<file path="src/rtl/spi_cmd_handler.sv">
// Command decoder behind the SPI slave. It executes register writes and schedules
// 1/2/6-byte replies. It also arms and captures 6-byte long-write frames.
module spi_cmd_handler #(
    parameter logic [23:0] TIMEOUT_CYC = 24'd1000000,
    parameter logic [3:0]  LONG_BYTES  = 4'd6
) (
    input  logic        CLK,
    input  logic        RST,
    input  logic        received,
    input  logic        busy,
    input  logic [15:0] received_data,
    input  logic [47:0] long_dataIN,
    input  logic [15:0] status_in,
    input  logic [47:0] wide_in,
    output logic        send_trigger,
    output logic [47:0] output_data,
    output logic [2:0]  SPI_MSG_TYPE,
    output logic        LongMsgComing,
    output logic [3:0]  InMsgByteCount,
    output logic [63:0] ctrl_regs,
    output logic [47:0] long_out,
    output logic        long_valid,
    output logic [7:0]  err_cnt
);

    typedef enum logic [2:0] {IDLE, REPLY_REQ, REPLY_WAIT, LONG_ARM, LONG_RX} state_t;

    state_t      state, state_nx;
    logic        trig_nx, lmc_nx, lv_nx, err_inc;
    logic [47:0] out_nx, long_nx;
    logic [2:0]  type_nx;
    logic [63:0] regs_nx;
    logic [23:0] cnt, cnt_nx;

    logic [3:0]  op;
    logic [5:0]  bit_base;
    logic [7:0]  data;
    logic        unused_bit11;

    assign op             = received_data[15:12];
    assign bit_base       = {received_data[10:8], 3'b000};
    assign data           = received_data[7:0];
    assign unused_bit11   = received_data[11];
    assign InMsgByteCount = LONG_BYTES;

    always_comb begin
        state_nx = state;
        trig_nx  = send_trigger;
        out_nx   = output_data;
        type_nx  = SPI_MSG_TYPE;
        lmc_nx   = LongMsgComing;
        regs_nx  = ctrl_regs;
        long_nx  = long_out;
        lv_nx    = 1'b0;
        cnt_nx   = cnt;
        err_inc  = 1'b0;
        case (state)
            IDLE: if (received) begin
                case (op)
                    4'd1: regs_nx[bit_base +: 8] = data;
                    4'd2: begin
                        out_nx   = {40'b0, ctrl_regs[bit_base +: 8]};
                        type_nx  = 3'b001;
                        trig_nx  = 1'b1;
                        state_nx = REPLY_REQ;
                    end
                    4'd3: begin
                        out_nx   = {32'b0, status_in};
                        type_nx  = 3'b010;
                        trig_nx  = 1'b1;
                        state_nx = REPLY_REQ;
                    end
                    4'd4: begin
                        out_nx   = wide_in;
                        type_nx  = 3'b110;
                        trig_nx  = 1'b1;
                        state_nx = REPLY_REQ;
                    end
                    4'd5: begin
                        lmc_nx   = 1'b1;
                        cnt_nx   = '0;
                        state_nx = LONG_ARM;
                    end
                    default: err_inc = 1'b1;
                endcase
            end
            REPLY_REQ: begin
                if (received) err_inc = 1'b1;
                if (busy) begin
                    trig_nx  = 1'b0;
                    state_nx = REPLY_WAIT;
                end
            end
            // Slave may still show busy for a cycle after finishing; wait it out.
            REPLY_WAIT: begin
                if (received) err_inc = 1'b1;
                if (!busy) state_nx = IDLE;
            end
            LONG_ARM: begin
                if (received) err_inc = 1'b1;
                if (busy) begin
                    state_nx = LONG_RX;
                end else if (cnt == TIMEOUT_CYC - 24'd1) begin
                    lmc_nx   = 1'b0;
                    err_inc  = 1'b1;
                    state_nx = IDLE;
                end else begin
                    cnt_nx = cnt + 24'd1;
                end
            end
            LONG_RX: if (received) begin
                long_nx  = long_dataIN;
                lv_nx    = 1'b1;
                lmc_nx   = 1'b0;
                state_nx = IDLE;
            end
            default: state_nx = IDLE;
        endcase
    end

    always_ff @(posedge CLK) begin
        if (RST) begin
            state         <= IDLE;
            send_trigger  <= 1'b0;
            output_data   <= '0;
            SPI_MSG_TYPE  <= 3'b010;
            LongMsgComing <= 1'b0;
            ctrl_regs     <= '0;
            long_out      <= '0;
            long_valid    <= 1'b0;
            err_cnt       <= '0;
            cnt           <= '0;
        end else begin
            state         <= state_nx;
            send_trigger  <= trig_nx;
            output_data   <= out_nx;
            SPI_MSG_TYPE  <= type_nx;
            LongMsgComing <= lmc_nx;
            ctrl_regs     <= regs_nx;
            long_out      <= long_nx;
            long_valid    <= lv_nx;
            cnt           <= cnt_nx;
            if (err_inc && err_cnt != 8'hFF) err_cnt <= err_cnt + 8'd1;
        end
    end

endmodule

</file>
<file path="config.mk">
export PLATFORM = sky130hd
export DESIGN_NAME = spi_cmd_handler
export DESIGN_NICKNAME = d
export VERILOG_FILES = /design/src/rtl/spi_cmd_handler.sv
export SDC_FILE = /design/constraint.sdc
export NUM_CORES = 1
export LEC_CHECK = 0
export ABC_CLOCK_PERIOD_IN_PS = 6700
export BUFFER_PORTS_ARGS = -buffer_cell sky130_fd_sc_hd__buf_2
export CORE_UTILIZATION = 30
export DETAILED_ROUTE_END_ITERATION = 8
export SLEW_MARGIN = 10
export SYNTH_ARGS = -nofsm -noshare
export SYNTH_HDL_FRONTEND = slang
export SYNTH_SLANG_ARGS = --single-unit
</file>
<file path="constraint.sdc">
create_clock -name CLK -period 6.7 [get_ports CLK]
set_input_delay 0.335 -clock CLK [delete_from_list [all_inputs] [get_ports CLK]]
set_output_delay 0.335 -clock CLK [all_outputs]
set_load 0.01 [all_outputs]
</file>
=== Word level (Yosys, flattened, before mapping) ===
Index checks and enable logic that the tools add are counted.

* Bits of input ports: 132
* Flip-flop bits (word level): 201
* Output and inout port bits: 178

* Add/sub/neg operators: 3
* Shifts and indexed selects: 3
* Muxes and demuxes: 32
* Eq/ne operators: 22
* Bitwise gates (word level): 1
* Reductions and logical operators: 17

{| class="wikitable"
|+ Operators by type and width
! kind !! number
|-
| 48-bit one-hot mux with 3 select lines || 1
|-
| 24-bit 2-to-1 mux || 4
|-
| 64-bit bitwise mux || 1
|-
| 8-bit by 8-bit variable shift with 64-bit output (first input constant) || 1
|-
| 64-bit by 7-bit indexed part select with 8-bit output || 1
|-
| 8-bit by 8-bit indexed part select with 64-bit output || 1
|-
| 24-bit one-hot mux with 2 select lines || 1
|-
| 24-bit by 1-bit adder with 24-bit output (second input constant) || 1
|-
| 24-bit by 20-bit equality test with 1-bit output (second input constant) || 1
|-
| 3-bit 2-to-1 mux || 6
|-
| 2-bit inequality test (second input constant) || 8
|-
| 3-bit one-hot mux with 5 select lines || 1
|-
| 1-bit 2-to-1 mux || 13
|-
| 6-bit AND reduction || 2
|-
| 3-bit one-hot mux with 3 select lines || 1
|-
| 8-bit by 1-bit adder with 8-bit output (second input constant) || 1
|-
| 4-bit by 2-bit equality test with 1-bit output (second input constant) || 2
|-
| 4-bit by 3-bit equality test with 1-bit output (second input constant) || 2
|-
| 8-bit inequality test (second input constant) || 1
|-
| 6-bit negation with 8-bit output || 1
|-
| 3-bit by 2-bit equality test with 1-bit output (second input constant) || 2
|-
| 1-bit one-hot mux with 3 select lines || 2
|-
| 3-bit one-hot mux with 2 select lines || 1
|-
| 3-bit AND reduction || 2
|-
| 18 further kinds || 21
|}

=== Depth between registers and ports, before layout ===
Gate-level depths: netlist (run 1).

* Depth in word-level cells: 6
* Mapped depth: 11

=== Least setup slack after synthesis (run 1) ===
No wires, ideal clock.

* Kind: input port to flip-flop
* Start point: in received_data[9]
* End point: reg ctrl_regs[40]
* Path slack: 4.038 ns
* Data arrival time: 2.534 ns
* Buffers on the path: 2
* Cell stages on the path: 9
* Required time: 6.572 ns
* Cell sequence: clkbuf_1 clkbuf_1 inv_1 ha_1 ha_1 nor4_1 nand2_1 mux2i_1 nor2_1

* Longest elaborated chain between the ends: 3
* Elaborated cells between the ends (all ways): 4
* Those cells by class: 1 x add/sub; 2 x shift; 1 x mux

{| class="wikitable"
|+ RTL lines
! element !! RTL line !! text
|-
| from (decl) || 11 || <nowiki>input logic [15:0] received_data,</nowiki>
|-
| 6-bit negation with 8-bit output (*) || 60 || <nowiki>4'd1: regs_nx[bit_base +: 8] = data;</nowiki>
|-
| 8-bit by 8-bit indexed part select with 64-bit output or 8-bit by 8-bit variable shift with 64-bit output (tied branches) || 60 ||
|-
| 64-bit bitwise mux (*) || 60 ||
|-
| to (signal assigned) || 139 || <nowiki>ctrl_regs <= regs_nx;</nowiki>
|-
| to (decl) || 20 || <nowiki>output logic [63:0] ctrl_regs,</nowiki>
|}

Every way passes the cells marked *; elsewhere a longest branch is shown, timed or not.
A chain may end at the register's enable or synchronous reset.

=== Worst setup path in the final report (run 1) ===
* Start point: reg state[2]
* End point: reg cnt[18]

* Longest elaborated chain between the ends: 3
* Elaborated cells between the ends (all ways): 9
* Those cells by class: 5 x eq/ne; 1 x mux; 3 x reduce/logical

{| class="wikitable"
|+ RTL lines
! element !! RTL line !! text
|-
| from (decl) || 28 || <nowiki>state_t state, state_nx;</nowiki>
|-
| from (signal assigned) || 134 || <nowiki>state <= state_nx;</nowiki>
|-
| 3-bit by 2-bit equality test with 1-bit output or 3-bit logical NOT (tied branches) || 57 || <nowiki>case (state)</nowiki>
|-
| 2-bit inequality test (no line), or another cell as far along || - ||
|-
| 5-bit AND reduction (no line) || - ||
|-
| to (signal assigned) || 142 || <nowiki>cnt <= cnt_nx;</nowiki>
|-
| to (decl) || 33 || <nowiki>logic [23:0] cnt, cnt_nx;</nowiki>
|}

Several ways; a longest one is shown, not always the timed one.

==> results of run 1 <==
[worst max path at each step]
stage / start / end / slack, ns
floorplan: received_data[9] / ctrl_regs[40] / 4.04
global placement: state[2] / cnt[18] / 3.54
finish: state[2] / cnt[18] / 3.54
global route: state[2] / cnt[18] / 3.17
CTS: state[2] / cnt[18] / 3.49
detailed placement: state[2] / cnt[18] / 3.51
[synth_stat cells (all sizes together) (2+ instances only)]
library cell / n
a2111oi: 6
a211oi: 7
a21boi: 2
a21oi: 81
a221o: 9
a221oi: 8
a22oi: 32
and2: 17
and3: 6
buf: 14
clkbuf: 54
conb: 2
dfxtp: 201
ha: 7
inv: 7
mux2i: 43
mux4: 16
nand2: 164
nand2b: 4
nand3: 15
nand3b: 17
nand4: 10
nor2: 152
nor3: 24
nor3b: 2
nor4: 3
nor4b: 6
nor4bb: 2
o21ai: 23
or2: 2
or4: 3
or4b: 2
xnor2: 23
xor2: 4
[layer usage]
| metal | track usage [%] | wire length (um) | vias up |
|---|---|---|---|
| met5 | 0 | 13 | - |
| met4 | 5.44 | 483 | 2 |
| met3 | 4.16 | 1890 | 33 |
| met2 | 27.5 | 12700 | 253 |
| met1 | 22.9 | 11900 | 3734 |
| li1 | - | - | 3928 |
[kinds of logic after synthesis]
group	after synthesis	share of synthesized area, %
AND/OR/NAND/NOR	432	22.9
flip-flops	201	47.3
AO/OA/AOI/OAI	172	12.8
buffers and inverters	75	3.55
multiplexers	60	9.44
XOR/XNOR	27	2.78
adder cells (fa/ha/maj)	7	1.03
other	2	0.0884
[through the flow]
stage,std cells,setup WS [ns]
after floorplan,978,4.04
after global placement,1599,3.54
after detailed placement,1599,3.51
after CTS,1640,3.49
after global routing,1642,3.17
final,1644,3.54
[registers in the layout, summed over array words and instances, names as in the netlist]
register,cells
long_out,48
send_trigger,1
LongMsgComing,1
output_data,48
err_cnt,8
long_valid,1
ctrl_regs,64
cnt,24
state,3
SPI_MSG_TYPE,3
[critical path, delay by kind of cell (launching register included)]
kind / cells / cell delay, ns
flip-flops: 1 / 0.47
multiplexers: 1 / 0.31
AND/OR/NAND/NOR: 4 / 2.25
[area by class of cell]
type                    instances  area, sq um  area share, %
multi-input cells             702         4200           37.9
diodes                          4         10.0         0.0905
well taps                     378          473           4.28
flip-flops and latches        201         4020           36.4
inverters                       7         26.3          0.238
clock inverters                 5         71.3          0.645
repair buffers                311         1580           14.3
clock buffers                  36          686           6.20
[report_power, final]
group	switching (W)	internal [W]
sequential	0.00000917	0.00121
clock	0.000512	0.000746
combinational	0.000102	0.0000692
total	0.000624	0.00202
==> results.yml, run 1 <==
run_status:
  status: "complete, no violations"
yosys:
  syn_area_sq_um: 8500
  ys_async_sr_fraction_pct: 0
  ys_ff_latch: 201
  synth-seq-area-share_pct: 47.3
  ys.flop_type: "dfxtp_1"
  synth_top_area_share_pct: 47.3
  yosysUniqueCellTypes: 51
  syn_area_per_cell_sq_um: 8.71
  synth_top_cell_by_area: "dfxtp_1"
  ys_top_cells_by_area: "dfxtp_1, nand2_1, nor2_1, mux2i_1, a21oi_1"
  synth_edf_count: 0
  yosysWarnings: 0
  syn-instance-count: 976
cells_and_area:
  final_cell_mix: "buf_2, dfxtp_1, nand2_1"
  design_area_sq_um: 11100
  drive_gt1_share_pct: 29.3
  syn2layout_area_growth_pct: 30.2
  final_common_cell: "buf_2"
  finish.utilization_pct: 39.7
  nets: 1386
  fillers: 2847
timing:
  fmax_ghz: 0.316
  period_minus_slack_ns: 3.16
  whs_ns: 0.0425
  finalSetupViolCount: 0
  fin_skew_ns: 0.0110
  tightestPinTransition_ns: 1.08
  hold_viol: 0
  setup_tns_ns: 0
  period_share_pct: 47.2
  relSlewSlack_pct: 27.7
  rsz0062_at_grt: "false"
  drv_slew: 0
pwr:
  power_leakage_nw: 4.95
  powerDensity_nw_per_um2: 239
  total_power_w: 0.00265
  vdd_ir_drop_max_v: 0.000146
critical_path:
  crit_chain: "nor4b_1 > nand2_1 > nand2b_1 > nor2_1 > mux2_1"
  start_kind: "flip-flop"
  cp.arrival_ns: 3.58
  crit_fanout: 25
  criticalPathCategory: "reg -> reg"
  crit_path_max_incr_delay_ns: 0.93
  r2r_start: "state[2]"
  critPathRequiredTime_ns: 7.11
  crit_path_end_kind: "flip-flop"
  cpMaxStageDelayCell: "nand2b_1"
  reg2reg_slack_ns: 3.54
  reg2reg_to: "cnt[18]"
  r2r_cells: 5
cts:
  clk_pin_slew_worst_paths_ns: 0.06
  hold_buffers: 0
  cts_max_path_buffers: 3
  htreeDepth: 1
  cts_tree: "done"
  clkSinkCount: 201
  cts_root_buffer: "clkbuf_16"
  cts_inserted_buffers: 24
  cts_setup_buffers: 0
  ctsResizeCount: 0
  insertion_delay_ns: 0.52
drt:
  viasPerCell: 4.84
  drc_errors: 0
  ant_nets: 0
  routed_wl_um: 27000
  firstDrtPassIters: 5
  drtIter0Drc: 510
  wire_per_inst_um: 16.4
  vias: 7950
hold_path:
  hold_end: "long_out[35]"
  worstHoldStart: "long_dataIN[35]"
  worstHoldPathType: "in -> reg"
  min_path_cells: 3
global_route:
  grt_max_degree: 97
  grt_overflow: 0
  antenna_found_initial: 5
  grt_usage_pct: 17.3
  grt_pass1_wl_um: 39200
  grt_pass1_vias: 6891
floorplanning:
  core_sq_um: 27900
  die_x_um: 170
  num_io_pins: 310
  rows: 61
  die_h_um: 170
  die_area_sq_um: 29000
  start_util_pct: 30.5
placed_design:
  place_hpwl_um: 18900
  placed_cell_area_sq_um: 10300
  port_buffers: 304
  gp_congestion: 0.882
job:
  drv_cap: 0
No activity file was read; power rests on OpenSTA's default activity.
==> inputs of run 2 (changes only) <==
--- a/config.mk
+++ b/config.mk
@@ -5,7 +5,7 @@
 export SDC_FILE = /design/constraint.sdc
 export NUM_CORES = 1
 export LEC_CHECK = 0
-export ABC_CLOCK_PERIOD_IN_PS = 6700
+export ABC_CLOCK_PERIOD_IN_PS = 2850
 export BUFFER_PORTS_ARGS = -buffer_cell sky130_fd_sc_hd__buf_2
 export CORE_UTILIZATION = 30
 export DETAILED_ROUTE_END_ITERATION = 8
==> constraint.sdc (replaced) <==
create_clock -name CLK -period 2.85 [get_ports CLK]
set_input_delay 0.1425 -clock CLK [delete_from_list [all_inputs] [get_ports CLK]]
set_output_delay 0.1425 -clock CLK [all_outputs]
set_load 0.01 [all_outputs]
==> run 2 against run 1 <==
Effect of this change:
- maximum frequency rose by 25%
- clock-buffer cell count did not move
- global-route usage rose by 1.3 points
- critical endpoint is now output_data[14]
- sequential share of layout area fell by 3.7 points
- non-clock buffer count rose by 119
- worst setup slack got worse by 3.2 ns
- sequential power rose by 130%
- combinational power rose to 3.2 times the previous value
==> results.yml, run 2 (synthesis gave the netlist of run 1 again) <==
placed_design:
  port_buffers: 304
  gp_congestion: 0.840
  place_hpwl_um: 19500
floorplanning:
  num_io_pins: 310
  core_sq_um: 27900
  rows: 61
  die_h_um: 170
  die_area_sq_um: 29000
  start_util_pct: 30.5
  die_x_um: 170
cells_and_area:
  register_area_sq_um: 4020
  nets: 1506
  drive_gt1_share_pct: 28.1
  multi_input_area_sq_um: 4200
  regMostFlops: "ctrl_regs"
  finish.utilization_pct: 44.2
  fillers: 2699
  syn2layout_area_growth_pct: 45.0
  final_common_cell: "buf_2"
  final_cell_mix: "buf_2, dfxtp_1, nand2_1"
  largest_register_ff_count: 64
  reg.largest.list: "ctrl_regs: 64 flops, long_out: 48 flops, output_data: 48 flops"
drt:
  vias: 8562
  ant_nets: 0
  drc_errors: 0
  wire_per_inst_um: 16.3
  routed_wl_um: 28700
  viasPerCell: 4.85
  drtIter0Drc: 506
  firstDrtPassIters: 5
cts:
  htreeDepth: 1
  cts_root_buffer: "clkbuf_16"
  cts_inserted_buffers: 25
  clkSinkCount: 201
  insertion_delay_ns: 0.53
  cts_tree: "done"
  cts_max_path_buffers: 3
  clk_pin_slew_worst_paths_ns: 0.06
  cts_setup_buffers: 0
global_route:
  antenna_found_initial: 1
  grt_overflow: 0
  grt_pass1_vias: 7903
  grt_pass1_wl_um: 42700
  grt_usage_pct: 18.6
  grt_max_degree: 72
pwr:
  vdd_ir_drop_max_v: 0.000389
  power_leakage_nw: 5.51
  powerDensity_nw_per_um2: 539
timing:
  relSlewSlack_pct: 32.5
  tightestPinTransition_ns: 1.01
  period_minus_slack_ns: 2.53
  setup_tns_ns: 0
  hold_viol: 0
  rsz0062_at_grt: "false"
  fin_skew_ns: 0.0163
  fmax_ghz: 0.395
  period_share_pct: 88.8
  drv_slew: 0
  finalSetupViolCount: 0
critical_path:
  crit_fanout: 17
  start_kind: "flip-flop"
  criticalPathCategory: "reg -> reg"
  cp.arrival_ns: 2.93
  critPathRequiredTime_ns: 3.25
  crit_path_max_incr_delay_ns: 0.62
  cpMaxStageDelayCell: "dlygate4sd3_1"
  crit_chain: "buf_4 > nor4b_1 > nand2b_2 > a221oi_1 > dlygate4sd3_1 > nor3_1"
  crit_path_end_kind: "flip-flop"
job:
  drv_cap: 0
hold_path:
  worstHoldPathType: "in -> reg"
run_status:
  status: "complete, no violations"
-- run 2: cell types whose count changed in the layout (fill, tap and decap cells not counted) --
cell           delta
dlygate4sd3_1   +106
buf_4            +12
clkinvlp_4        +3
clkbuf_1          -2
buf_12            +1
bufinv_16         +1
clkbuf_16         +1
clkbuf_8          +1
clkinv_8          -1
diode_2           -1
inv_16            +1
-- run 2: where the power goes --
part           switching [W]  internal, W
Sequential         0.0000169      0.00284
Clock                0.00129      0.00195
Combinational       0.000277     0.000268
Total                0.00158      0.00505
-- run 2: worst max-delay path: cells and delay by family (launching register included) --
kind | cells | cell delay [ns]
simple gates | 3 | 0.96
compound gates | 1 | 0.33
buf+inv | 2 | 0.80
flops | 1 | 0.30
-- run 2: area by class of cell --
| class | instances | area share, % |
|---|---|---|
| inverter | 7 | 0.213 |
| clock inverter | 9 | 1.04 |
| antenna | 3 | 0.0609 |
| sequential | 201 | 32.7 |
| timing repair buffer | 430 | 22.3 |
| clock buffer | 36 | 5.82 |
| multi-input combinational | 702 | 34.1 |
| tap | 378 | 3.84 |
-- run 2: stage by stage --
step	cell area [sq um]	hold slack (ns)	power, W	std cells	worst slack (ns)
5_1_grt	12300	0.0450	0.00687	1763	0.154
6_report	12300	0.0478	0.00664	1766	0.320
2_1_floorplan	8510	0.278	0.00314	978	0.381
4_1_cts	12300	0.0156	0.00672	1763	0.275
3_5_place_dp	10400	0.387	0.00334	1612	0.370
3_3_place_gp	10400	0.383	0.00334	1612	0.388
-- run 2: worst paths after layout --
check	cells past startpoint	startpoint	slack, ns	end
worst max register to register	6	state[2]	0.32	output_data[14]
worst max-delay path	6	state[2]	0.32	output_data[14]
worst min register to register	2	long_out[13]	0.45	long_out[13]
worst min-delay path	4	status_in[6]	0.05	output_data[6]
-- run 2: per-layer routing --
layer / GRT usage [%] / vias up / wire (um)
li1: - / 4172 / -
met1: 24.3 / 4009 / 12400
met2: 30.0 / 323 / 13500
met3: 3.98 / 58 / 1960
met4: 6.89 / 0 / 875
met5: 0 / - / 0
-- run 2: timing repair --
item,4_1_cts,5_1_grt
gates resized for setup,0,0
hold endpoints to repair,110,0
hold buffers,106,0
==> inputs of run 3 (changes only) <==
--- a/config.mk
+++ b/config.mk
@@ -8,7 +8,9 @@
 export ABC_CLOCK_PERIOD_IN_PS = 2850
 export BUFFER_PORTS_ARGS = -buffer_cell sky130_fd_sc_hd__buf_2
 export CORE_UTILIZATION = 30
+export CTS_BUF_LIST = sky130_fd_sc_hd__clkbuf_4 sky130_fd_sc_hd__clkbuf_8
 export DETAILED_ROUTE_END_ITERATION = 8
+export HOLD_SLACK_MARGIN = 0.05
 export SLEW_MARGIN = 10
 export SYNTH_ARGS = -nofsm -noshare
 export SYNTH_HDL_FRONTEND = slang
==> run 3 against run 2 <==
Effect of this change:
- cell count is 0.96% higher
- non-clock buffer count is 1 higher
- clock skew is 0.00075 ns lower
- clock power is 11% lower
- worst setup slack worse by 0.0087 ns
- flip-flop and latch count stayed put
- worst hold slack better by 0.028 ns
- critical path depth stayed put
- clock-buffer cell count is 20 higher
- sequential share of layout area is 0.16 points higher
- combinational power hardly changed
- global-route usage is 0.15 points higher
- largest cell class unchanged
- largest power group unchanged
==> results.yml, run 3 (synthesis gave the netlist of run 1 again) <==
run_status:
  status: "complete, no violations"
drt:
  drc_errors: 0
  firstDrtPassIters: 5
  wire_per_inst_um: 16.2
  routed_wl_um: 28900
  vias: 8599
  viasPerCell: 4.82
  ant_nets: 0
  drtIter0Drc: 616
critical_path:
  r2r_start: "state[2]"
  reg2reg_to: "output_data[14]"
  crit_path_end_kind: "flip-flop"
  criticalPathCategory: "reg -> reg"
  reg2reg_slack_ns: 0.31
  crit_fanout: 17
  critPathRequiredTime_ns: 3.23
  start_kind: "flip-flop"
  r2r_cells: 6
  cp.arrival_ns: 2.91
timing:
  tightestPinTransition_ns: 1.00
  period_share_pct: 89.1
  finalSetupViolCount: 0
  setup_tns_ns: 0
  fin_skew_ns: 0.0156
  period_minus_slack_ns: 2.54
  final.setup.worst_slack_ns: 0.312
  rsz0062_at_grt: "false"
  hold_viol: 0
  relSlewSlack_pct: 33.3
  fmax_ghz: 0.394
  drv_slew: 0
floorplanning:
  core_sq_um: 27900
  rows: 61
  die_x_um: 170
  die_h_um: 170
  die_area_sq_um: 29000
  num_io_pins: 310
  start_util_pct: 30.5
pwr:
  p_clk_share_pct: 45.9
  vdd_ir_drop_max_v: 0.000283
  powerDensity_nw_per_um2: 513
  swShare_pct: 23.7
  total_power_w: 0.00629
  power_leakage_nw: 5.52
  intPower_w: 0.00480
  p_switching_w: 0.00149
  p_comb_share_pct: 8.7
  power_frac_seq_pct: 45.4
cells_and_area:
  drive_gt1_share_pct: 29.3
  reg.largest.list: "ctrl_regs: 64 flops, long_out: 48 flops, output_data: 48 flops"
  syn2layout_area_growth_pct: 44.2
  largest_register_ff_count: 64
  nets: 1520
  regMostFlops: "ctrl_regs"
  final_cell_mix: "buf_2, dfxtp_1, nand2_1"
  instances_no_fill: 1783
  final_common_cell: "buf_2"
cts:
  clk_pin_slew_worst_paths_ns: 0.06
  htreeDepth: 2
  cts_inserted_buffers: 38
  cts_root_buffer: "clkbuf_8"
  cts_max_path_buffers: 3
  insertion_delay_ns: 0.52
  ctsResizeCount: 0
  cts_tree: "done"
  clkSinkCount: 201
placed_design:
  place_hpwl_um: 19500
  dpl_worst_slack_ns: 0.370
  port_buffers: 304
  gp_congestion: 0.840
  post-place-cells: 1612
hold_path:
  worstHoldPathType: "in -> reg"
  hold_end: "output_data[2]"
  worstHoldStart: "wide_in[2]"
  min_path_cells: 4
global_route:
  grt_pass1_wl_um: 42900
  grt_overflow: 0
  antenna_found_initial: 1
  grt_pass1_vias: 7916
  grt_max_degree: 72
  grt_usage_pct: 18.7
job:
  drv_cap: 0
run 3: worst max path at each step:
stage	start	to	slack, ns	cells past startpoint
CTS	state[2]	output_data[14]	0.28	6
detailed placement	cnt[10]	cnt[18]	0.37	7
global placement	cnt[10]	cnt[18]	0.39	7
finish	state[2]	output_data[14]	0.31	6
global route	state[1]	ctrl_regs[17]	0.15	5
floorplan	received_data[9]	ctrl_regs[40]	0.38	9
run 3: cell type report:
cell class	count	area [sq um]
fill	2704	15600
multi-input combinational	702	4200
sequential	201	4020
timing repair buffer	431	2760
clock buffer	56	721
tap	378	473
clock inverter	5	52.6
inverter	7	26.3
antenna	3	7.51
run 3: metal layers:
metal  track usage [%]  vias to the layer above  wire length (um)
met3              4.16                       66              1950
met1              24.3                     4031             12500
met5                 0                        -                 0
met4              7.83                        0              1020
met2              30.0                      307             13400
li1                  -                     4195                 -
run 3: critical path, cell delays in order, from the launching register on:
cell           delay [ns]
dfxtp_1              0.30
buf_4                0.18
nor4b_1              0.58
nand2b_2             0.34
a221oi_1             0.32
dlygate4sd3_1        0.62
nor3_1               0.05
run 3: what timing repair did:
action                     4_1_cts  5_1_grt
setup endpoints to repair        0        0
hold buffers                   107        0
hold endpoints to repair       126        0
buffers inserted                 0        0
run 3: metrics by stage:
step | area, sq um | hold WS (ns) | utilization (%)
after floorplan | 8510 | 0.278 | -
after global placement | 10400 | 0.383 | 37.4
after detailed placement | 10400 | 0.387 | 37.4
after CTS | 12300 | 0.0526 | 44.0
after global routing | 12300 | 0.0778 | 44.0
final | 12300 | 0.0762 | 44.0
run 3: power groups by stage:
stage | sequential, W | combinational (W) | clock (W)
2_1_floorplan | 0.00293 | 0.000212 | 0
3_3_place_gp | 0.00292 | 0.000422 | 0
3_5_place_dp | 0.00292 | 0.000421 | 0
4_1_cts | 0.00286 | 0.000540 | 0.00298
5_1_grt | 0.00286 | 0.000590 | 0.00310
6_report | 0.00286 | 0.000545 | 0.00289
